### config.mk
export PLATFORM = sky130hd
export DESIGN_NAME = crc8_framer
export DESIGN_NICKNAME = d
export VERILOG_FILES = /design/src/rtl/crc8_pkg.sv /design/src/rtl/crc8.sv /design/src/rtl/crc8_framer.sv
export SDC_FILE = /design/constraint.sdc
export NUM_CORES = 1
export LEC_CHECK = 0
export ABC_AREA = 0
export CAP_MARGIN = 20
export CORE_ASPECT_RATIO = 1.5
export CORE_MARGIN = 2
export CORE_UTILIZATION = 49
export DETAILED_ROUTE_END_ITERATION = 12
export HOLD_SLACK_MARGIN = 0.06
export PLACE_DENSITY = 0.79
export SETUP_SLACK_MARGIN = 0.5
export SYNTH_ARGS = -nofsm -noshare
export SYNTH_HDL_FRONTEND = slang
export SYNTH_SLANG_ARGS = --single-unit
export TNS_END_PERCENT = 50
### constraint.sdc
create_clock -name clk_i -period 1.9 [get_ports clk_i]
set_input_delay 0.38 -clock clk_i [delete_from_list [all_inputs] [get_ports clk_i]]
set_output_delay 0.38 -clock clk_i [all_outputs]
set_load 0.01 [all_outputs]
### src/rtl/crc8_pkg.sv
//------------------------------------------------------------------------------
// crc8_pkg : shared state encoding, default parameters and CRC-8 step function
// Revision : 1.0
//------------------------------------------------------------------------------
`default_nettype none

package crc8_pkg;

  typedef enum logic [1:0] {
    ST_CLR  = 2'd0,
    ST_DATA = 2'd1,
    ST_EMIT = 2'd2
  } state_e;

  localparam logic [7:0] DEF_POLYNOMIAL = 8'h07;
  localparam logic [7:0] DEF_INITIAL    = 8'h00;
  localparam int         DEF_CNT_W      = 16;

  // MSB-first, non-reflected CRC-8 update over one byte
  function automatic logic [7:0] crc8_next(input logic [7:0] crc,
                                           input logic [7:0] data,
                                           input logic [7:0] poly);
    logic [7:0] c;
    c = crc ^ data;
    for (int i = 0; i < 8; i++) begin
      c = c[7] ? ((c << 1) ^ poly) : (c << 1);
    end
    return c;
  endfunction

endpackage

`default_nettype wire

### src/rtl/crc8.sv
//------------------------------------------------------------------------------
// crc8 : byte-wide CRC-8 engine, one byte per cycle, seeded by reset
// Revision : 1.0
//------------------------------------------------------------------------------
`default_nettype none

module crc8
  import crc8_pkg::*;
#(
  parameter logic [7:0] POLYNOMIAL = DEF_POLYNOMIAL,
  parameter logic [7:0] INITIAL    = DEF_INITIAL
) (
  input  logic       clk_i,
  input  logic       rst_i,
  input  logic [7:0] data_i,
  input  logic       data_valid_i,
  output logic [7:0] crc_o
);

  logic [7:0] crc_q;
  logic [7:0] crc_d;

  always_comb begin
    crc_d = crc_q;
    if (data_valid_i) begin
      crc_d = crc8_next(crc_q, data_i, POLYNOMIAL);
    end
  end

  always_ff @(posedge clk_i or posedge rst_i) begin
    if (rst_i) begin
      crc_q <= INITIAL;
    end else begin
      crc_q <= crc_d;
    end
  end

  assign crc_o = crc_q;

endmodule

`default_nettype wire

### src/rtl/crc8_framer.sv
//------------------------------------------------------------------------------
// crc8_framer : passes payload bytes through and appends a CRC-8 byte per frame
// Revision : 1.0
//------------------------------------------------------------------------------
`default_nettype none

module crc8_framer
  import crc8_pkg::*;
#(
  parameter logic [7:0] POLYNOMIAL = DEF_POLYNOMIAL,
  parameter logic [7:0] INITIAL    = DEF_INITIAL,
  parameter int         CNT_W      = DEF_CNT_W
) (
  input  logic             clk_i,
  input  logic             rst_i,
  input  logic [7:0]       s_data_i,
  input  logic             s_valid_i,
  input  logic             s_last_i,
  output logic             s_ready_o,
  input  logic             abort_i,
  output logic [7:0]       m_data_o,
  output logic             m_valid_o,
  output logic             m_last_o,
  input  logic             m_ready_i,
  output logic [CNT_W-1:0] frame_cnt_o,
  output logic             busy_o
);

  state_e           state_q, state_d;
  logic             clr_q;
  logic             started_q, started_d;
  logic [CNT_W-1:0] cnt_q, cnt_d;
  logic             accept;
  logic             eng_rst;
  logic [7:0]       eng_crc;

  // clr_q mirrors "state is CLR" from a flop so the engine reset is glitch-free
  assign eng_rst = rst_i | clr_q;

  crc8 #(
    .POLYNOMIAL (POLYNOMIAL),
    .INITIAL    (INITIAL)
  ) u_crc8 (
    .clk_i        (clk_i),
    .rst_i        (eng_rst),
    .data_i       (s_data_i),
    .data_valid_i (accept),
    .crc_o        (eng_crc)
  );

  always_comb begin
    state_d   = state_q;
    started_d = started_q;
    cnt_d     = cnt_q;
    accept    = 1'b0;
    s_ready_o = 1'b0;
    m_valid_o = 1'b0;
    m_last_o  = 1'b0;
    m_data_o  = s_data_i;
    unique case (state_q)
      ST_CLR: begin
        state_d   = ST_DATA;
        started_d = 1'b0;
      end
      ST_DATA: begin
        if (abort_i) begin
          state_d   = ST_CLR;
          started_d = 1'b0;
        end else begin
          s_ready_o = m_ready_i;
          m_valid_o = s_valid_i;
          accept    = s_valid_i & m_ready_i;
          if (accept) begin
            started_d = 1'b1;
            if (s_last_i) begin
              state_d = ST_EMIT;
            end
          end
        end
      end
      ST_EMIT: begin
        m_data_o = eng_crc;
        if (abort_i) begin
          state_d = ST_CLR;
        end else begin
          m_valid_o = 1'b1;
          m_last_o  = 1'b1;
          if (m_ready_i) begin
            cnt_d   = cnt_q + CNT_W'(1);
            state_d = ST_CLR;
          end
        end
      end
      default: begin
        state_d = ST_CLR;
      end
    endcase
  end

  always_ff @(posedge clk_i or posedge rst_i) begin
    if (rst_i) begin
      state_q   <= ST_CLR;
      clr_q     <= 1'b1;
      started_q <= 1'b0;
      cnt_q     <= '0;
    end else begin
      state_q   <= state_d;
      clr_q     <= (state_d == ST_CLR);
      started_q <= started_d;
      cnt_q     <= cnt_d;
    end
  end

  assign frame_cnt_o = cnt_q;
  assign busy_o      = ((state_q == ST_DATA) && started_q) || (state_q == ST_EMIT);

endmodule

`default_nettype wire

==> results.toml, run 1 <==
[finish]
drive_gt1_share_pct = 54.2
area_growth_syn_to_layout_pct = 84.7
fin_nets = 258
diodes = 0
instances_no_fill = 278
design_area_mm2 = 0.00306

[place]
place_hpwl_um = 2760
dpl-instance-area_mm2 = 0.00240
dp.cells = 256
gp_congestion = 0.851
portBuffers = 41

[floorplanning]
coreArea_mm2 = 0.00319
die_h_um = 75.2
io_pins = 42
rows = 25
die_w_um = 51.5
dieArea_mm2 = 0.00387
start_util_pct = 51.9

[drt]
drcViolationCount = 0
drt_iter0_markers = 67
drt_pre_antenna_iters = 4
wirelength_um = 6970
vias = 1631
drt-vias-per-instance = 5.87
wl_per_cell_um = 25.1
drtAntennaViolNets = 0

[yosys]
async_flop_share_pct = 100
synth_cells = 149
synth-seq-cells = 28
ys_types = 33
synth_top_flop_cell = "dfrtp_1"
synth_seq_area_share_pct = 42.4
syn_area_per_cell_um2 = 11.1
syn-num-nets = 168
synth.cell_area_mm2 = 0.00166
ys_warn_count = 0
synth_edf_count = 0

[worst_setup_path]
critical_path.endpoint_type = "primary output"
start_kind = "flip-flop"
cp.arrival_ns = 1.66
path_cells = "inv_2 -> ha_4 -> buf_12 -> buf_16 -> mux2_4 -> buf_6"
reg2regPathDepth = 10
reg2reg_slack_ns = -0.13
worst-path-buf-inv = 4
required_ns = 1.52
critical-path-top-delay-family = "buffers and inverters"
critPathMaxStageDelay_ns = 0.42
crit_path_start = "state_q[0]"
cp-endpoint = "m_data_o[0]"
cp_max_fo = 4
reg2reg_to = "frame_cnt_o[12]"
critPathKind = "flip-flop to primary output"
path_depth = 6
critPathSlowestCell = "dfrtp_1"
r2r_start = "state_q[0]"

[global_route]
grt_util_all_layers_pct = 26.7
grt_max_degree = 21
grt_pass1_vias = 1556
antenna_found_initial = 0
grt_pass1_wl_um = 7650
grt.overflow.total = 0

[cts]
clk_pin_slew_ns = 0.10
cts_tree = "yes"
clock_latency_ns = 0.29
clock_sinks = 28
cts_max_level = 1
cts_root_buffer = "clkbuf_8"
numCtsBuffers = 3
clockBufferDepth = 2
hold_buffers = 0

[flow_run]
maxCapViolations = 0

[timing]
whs_ns = 0.303
rsz0062_at_grt = "true"
slew_headroom_pct = 78.0
setup_tns_ns = -1.62
fmax_ghz = 0.491
final.setup_skew_ns = 0.00888
setup_viol = 16
slew_viol_final = 0
worstMarginPinSlew_ns = 0.328
hold_viol = 0
finalCritPeriodShare_pct = 107
setup_slack_ns = -0.138
post-route-min-period_ns = 2.04

[pwr]
power.density_mw_per_mm2 = 1040
power.total_mw = 3.17
power_leakage_nw = 1.48
irDropWorstVdd_uv = 1100

[hold_path]
min_path_type = "flip-flop to asynchronous set/reset pin"

[outcome]
violations = "setup timing"
status = "finished with violations"
[logic make-up (layout without fill, tap and decap cells)]
logic type               after synthesis  in the layout  share of synthesized area, %
adder cells (fa/ha/maj)                5              5                          3.78
multiplexers                          10             10                          6.72
AND/OR/NAND/NOR                       45             45                          14.0
AO/OA/AOI/OAI                         10             10                          4.00
buffers and inverters                 10             99                          2.34
flip-flops                            28             28                          42.4
XOR/XNOR                              41             41                          26.8
[cell usage in the layout, fill, tap and decap left out, types with 2 or more instances in the layout]
cell type | Yosys | final
nand2_1 | 11 | 6
and2b_1 | 3 | 3
dlygate4sd2_1 | 0 | 11
dlymetal6s2s_1 | 0 | 2
nor3_2 | 0 | 2
inv_1 | 7 | 5
buf_6 | 0 | 22
nor2_4 | 0 | 9
nor3_4 | 0 | 2
clkdlybuf4s15_1 | 0 | 9
xnor3_1 | 4 | 4
nand4_1 | 4 | 4
clkdlybuf4s50_1 | 0 | 7
dfrtp_2 | 0 | 4
ha_4 | 0 | 3
xnor2_4 | 0 | 2
mux2_4 | 0 | 9
xor2_1 | 10 | 10
nand3_1 | 4 | 2
xnor2_1 | 24 | 12
nand2_2 | 0 | 3
o21ai_2 | 0 | 2
clkbuf_8 | 0 | 3
a21oi_2 | 0 | 2
nand3_4 | 0 | 2
ha_1 | 5 | 2
buf_12 | 0 | 4
xnor2_2 | 2 | 12
nand2_4 | 0 | 2
dfrtp_1 | 27 | 23
buf_4 | 0 | 30
[tightest hold or removal path, stage by stage (launching register included)]
cell and delay [ns]:
dfstp_2 0.38, nor2_1 0.09, buf_4 0.18
[how the worst min path moves through the flow]
stage	startpoint	end	slack [ns]	cells past startpoint
floorplan	clr_q	u_crc8.crc_o[0]	0.31	1
global placement	clr_q	u_crc8.crc_o[1]	0.29	2
detailed placement	clr_q	u_crc8.crc_o[1]	0.30	2
CTS	clr_q	u_crc8.crc_o[1]	0.31	2
global route	clr_q	u_crc8.crc_o[0]	0.33	2
finish	clr_q	u_crc8.crc_o[1]	0.30	2
[through the flow]
| stage | setup WS, ns | utilization, % |
|---|---|---|
| after global placement | -0.158 | 75.2 |
| after global routing | -0.180 | 95.9 |
| after detailed placement | -0.177 | 75.2 |
| final | -0.138 | 95.9 |
| after CTS | -0.0539 | 87.6 |
| after floorplan | 0.378 | - |
[synth_stat cells, types with 2 or more instances]
library cell	number	area [um^2]
a21oi_1	2	10.0
and2b_1	3	22.5
nand3_1	4	20.0
nand2_1	11	41.3
nor2_1	10	37.5
o21bai_1	2	15.0
xnor2_1	24	210
nor3_1	4	20.0
dfrtp_1	27	676
xor2_1	10	87.6
mux2_2	9	101
xnor2_2	2	32.5
xnor3_1	4	90.1
ha_1	5	62.6
nor2b_1	2	12.5
inv_1	7	26.3
o21ai_0	3	15.0
nand4_1	4	25.0
and4_1	2	17.5
[repair_timing]
item / 4_1_cts / 5_1_grt
endpoints found under the setup margin: 51 / 47
resized for setup: 122 / 55
pin swaps: 29 / 28
gates cloned: 1 / 1
setup buffers: 12 / 4
[state kept, by name, summed over array words and instances, names as in the netlist]
| signal | count |
|---|---|
| frame_cnt_o | 16 |
| u_crc8.crc_o | 8 |
| state_q | 2 |
| clr_q | 1 |
| started_q | 1 |
[area by class of cell]
cell class	instances	area (um^2)
multi-input combinational	111	1300
clock inverter	1	30.0
fill	63	131
clock buffer	3	41.3
sequential	28	707
tap	40	50.0
timing repair buffer	88	902
inverter	7	28.8
[power breakdown]
group / total [mW] / internal, mW / switching (mW)
clock: 0.489 / 0.283 / 0.206
sequential: 0.896 / 0.701 / 0.196
combinational: 1.79 / 0.980 / 0.806
total: 3.17 / 1.96 / 1.21
[routing by layer]
metal | vias to the layer above | track usage, % | part of all wire [%]
met1 | 783 | 32.9 | 34
met5 | - | 0 | 0
li1 | 677 | - | -
met3 | 43 | 3.37 | 6.4
met4 | 0 | 7.60 | 7.1
met2 | 128 | 48.7 | 53
No activity file was read; power rests on OpenSTA's default activity.
==> run 2: changes to the inputs <==
==> constraint.sdc (replaced) <==
create_clock -name clk_i -period 1.9 [get_ports clk_i]
set_input_delay 0.38 -clock clk_i [delete_from_list [all_inputs] [get_ports clk_i]]
set_output_delay 0.38 -clock clk_i [all_outputs]
set_load 0.1 [all_outputs]
==> run 2 against run 1 <==
  * The flow still finishes with violations (setup timing)
  * Global-route usage decreased by 0.74 points
  * Maximum frequency increased by 3.1%
  * Register-to-register slack improved by 0.27 ns
  * Setup slack improved by 0.062 ns
  * Core utilization decreased by 6.2 points
  * Clock skew decreased by 0.0058 ns
  * Cell count decreased by 7.9%
  * Sequential share of layout area increased by 2.6 points
  * Sequential cell count unchanged
  * Count of clock-buffer cells in the layout increased by 1
  * Worst hold slack got worse by 0.017 ns
  * Power decreased by 11%
  * Largest power group unchanged
  * Highest routed layer unchanged
==> results.toml, run 2 (synthesis results as in run 1) <==
[timing]
setup_slack_ns = -0.0767
hold_viol = 0
worstMarginPinSlew_ns = 0.332
setup_viol = 9
rsz0062_at_grt = "true"
slew_viol_final = 0
post-route-min-period_ns = 1.98
setup_tns_ns = -0.510
final.setup_skew_ns = 0.00309
slew_headroom_pct = 77.7
finalCritPeriodShare_pct = 104
fmax_ghz = 0.506

[global_route]
grt_util_all_layers_pct = 25.9
grt.overflow.total = 0
grt_pass1_vias = 1570
antenna_found_initial = 0
grt_max_degree = 21
grt_pass1_wl_um = 7490

[place]
dpl-instance-area_mm2 = 0.00260
place_hpwl_um = 3020
dp.cells = 242
portBuffers = 41
gp_congestion = 0.842
post-place-ws_ns = -0.0274

[outcome]
violations = "setup timing"
status = "finished with violations"

[finish]
design_area_mm2 = 0.00286
instances_no_fill = 256
fin_nets = 236
largest_reg_flops = 16
area_growth_syn_to_layout_pct = 72.8
final_cell_mix = "28 x buf_12, 23 x buf_4, 20 x xnor2_1, 13 x dfrtp_1"
diodes = 0
final_common_cell = "buf_12"
drive_gt1_share_pct = 51.9

[worst_setup_path]
critical_path.endpoint_type = "primary output"
critPathKind = "flip-flop to primary output"
start_kind = "flip-flop"
critPathMaxStageDelay_ns = 0.43
path_cells = "inv_2 -> ha_4 -> buf_4 -> a21oi_4 -> nor3b_4 -> buf_12"
cp_max_fo = 6
cp-endpoint = "m_valid_o"
reg2reg_slack_ns = 0.14
crit_path_start = "state_q[0]"
reg2reg_to = "frame_cnt_o[8]"
reg2regPathDepth = 7
critPathSlowestCell = "dfrtp_1"
required_ns = 1.52
r2r_start = "state_q[0]"
cp.arrival_ns = 1.60

[cts]
hold_buffers = 0
clock_sinks = 28
numCtsBuffers = 3
clk_pin_slew_ns = 0.10
cts_max_level = 1
cts_tree = "yes"
clock_latency_ns = 0.28
cts_root_buffer = "clkbuf_8"
clockBufferDepth = 2

[floorplanning]
rows = 25
start_util_pct = 51.9
coreArea_mm2 = 0.00319
die_w_um = 51.5
io_pins = 42
die_h_um = 75.2
dieArea_mm2 = 0.00387

[drt]
vias = 1398
drt_pre_antenna_iters = 4
drt-vias-per-instance = 5.46
wirelength_um = 4770
wl_per_cell_um = 18.6
drt_iter0_markers = 24
drcViolationCount = 0
drtAntennaViolNets = 0

[pwr]
irDropWorstVdd_uv = 794
power.density_mw_per_mm2 = 984
power.total_mw = 2.82
power_leakage_nw = 1.29

[flow_run]
maxCapViolations = 0

[hold_path]
min_path_type = "flip-flop to asynchronous set/reset pin"
==> run 2: cell types whose count changed in the layout (fill, tap and decap cells not counted), sizes merged <==
| cell | change |
|---|---|
| buf | -5 |
| bufinv | -1 |
| clkdlybuf4s15 | -8 |
| clkdlybuf4s50 | -2 |
| dlygate4sd2 | -4 |
| dlymetal6s2s | -2 |
==> run 2: layer usage <==
metal  vias to the layer above  routed length [um]  track usage (%)  share of wire [%]
met2                        58                2800             52.4                 59
met4                         0                 136             7.89                2.9
li1                        629                   -                -                  -
met1                       697                1650             27.7                 35
met3                        14                 179             2.38                3.8
met5                         -                   0                0                  0
==> run 2: critical path, delay by kind of cell, from the launching register on <==
family,cells,cell delay [ns]
AO/OA/AOI/OAI,1,0.04
adder cells (fa/ha/maj),1,0.15
buffers and inverters,3,0.46
flip-flops,1,0.43
AND/OR/NAND/NOR,1,0.23
==> run 2: worst min-delay path by stage <==
stage | startpoint | endpoint | cells past startpoint
global placement | clr_q | u_crc8.crc_o[1] | 2
CTS | clr_q | u_crc8.crc_o[1] | 2
floorplan | clr_q | u_crc8.crc_o[0] | 1
finish | clr_q | u_crc8.crc_o[4] | 2
detailed placement | clr_q | u_crc8.crc_o[1] | 2
global route | clr_q | u_crc8.crc_o[1] | 2
==> run 2: where the power goes <==
group | switching (mW) | internal (mW) | leakage (nW) | total [mW]
combinational | 0.773 | 0.803 | 0.930 | 1.58
clock | 0.197 | 0.186 | 0.0288 | 0.383
sequential | 0.150 | 0.707 | 0.335 | 0.857
total | 1.12 | 1.70 | 1.29 | 2.82
==> run 2: per-stage QoR <==
stage	hold WS (ns)	util (%)
after floorplan	0.306	-
after global placement	0.270	81.5
after detailed placement	0.282	81.5
after CTS	0.291	88.4
after global routing	0.327	89.7
final	0.286	89.7
==> run 2: layout make-up <==
class                           instances  area [um^2]
Multi-Input combinational cell        111         1120
Fill cell                             123          328
Sequential cell                        28          737
Tap cell                               40         50.0
Clock buffer                            4         55.1
Inverter                                7         26.3
Timing Repair Buffer                   66          877
==> run 2: what timing repair did <==
item / 4_1_cts / 5_1_grt
gates resized for setup: 34 / 8
pin swaps: 11 / 4
cloned: 0 / 0
setup buffers: 8 / 2
endpoints found under the setup margin: 39 / 40
==> run 3: changes to the inputs <==
--- a/config.mk
+++ b/config.mk
@@ -14,6 +14,7 @@
 export HOLD_SLACK_MARGIN = 0.06
 export PLACE_DENSITY = 0.79
 export SETUP_SLACK_MARGIN = 0.5
+export SLEW_MARGIN = 20
 export SYNTH_ARGS = -nofsm -noshare
 export SYNTH_HDL_FRONTEND = slang
 export SYNTH_SLANG_ARGS = --single-unit
==> results of run 3 <==
Final layout, timing and power as in run 2 (identical DEF).
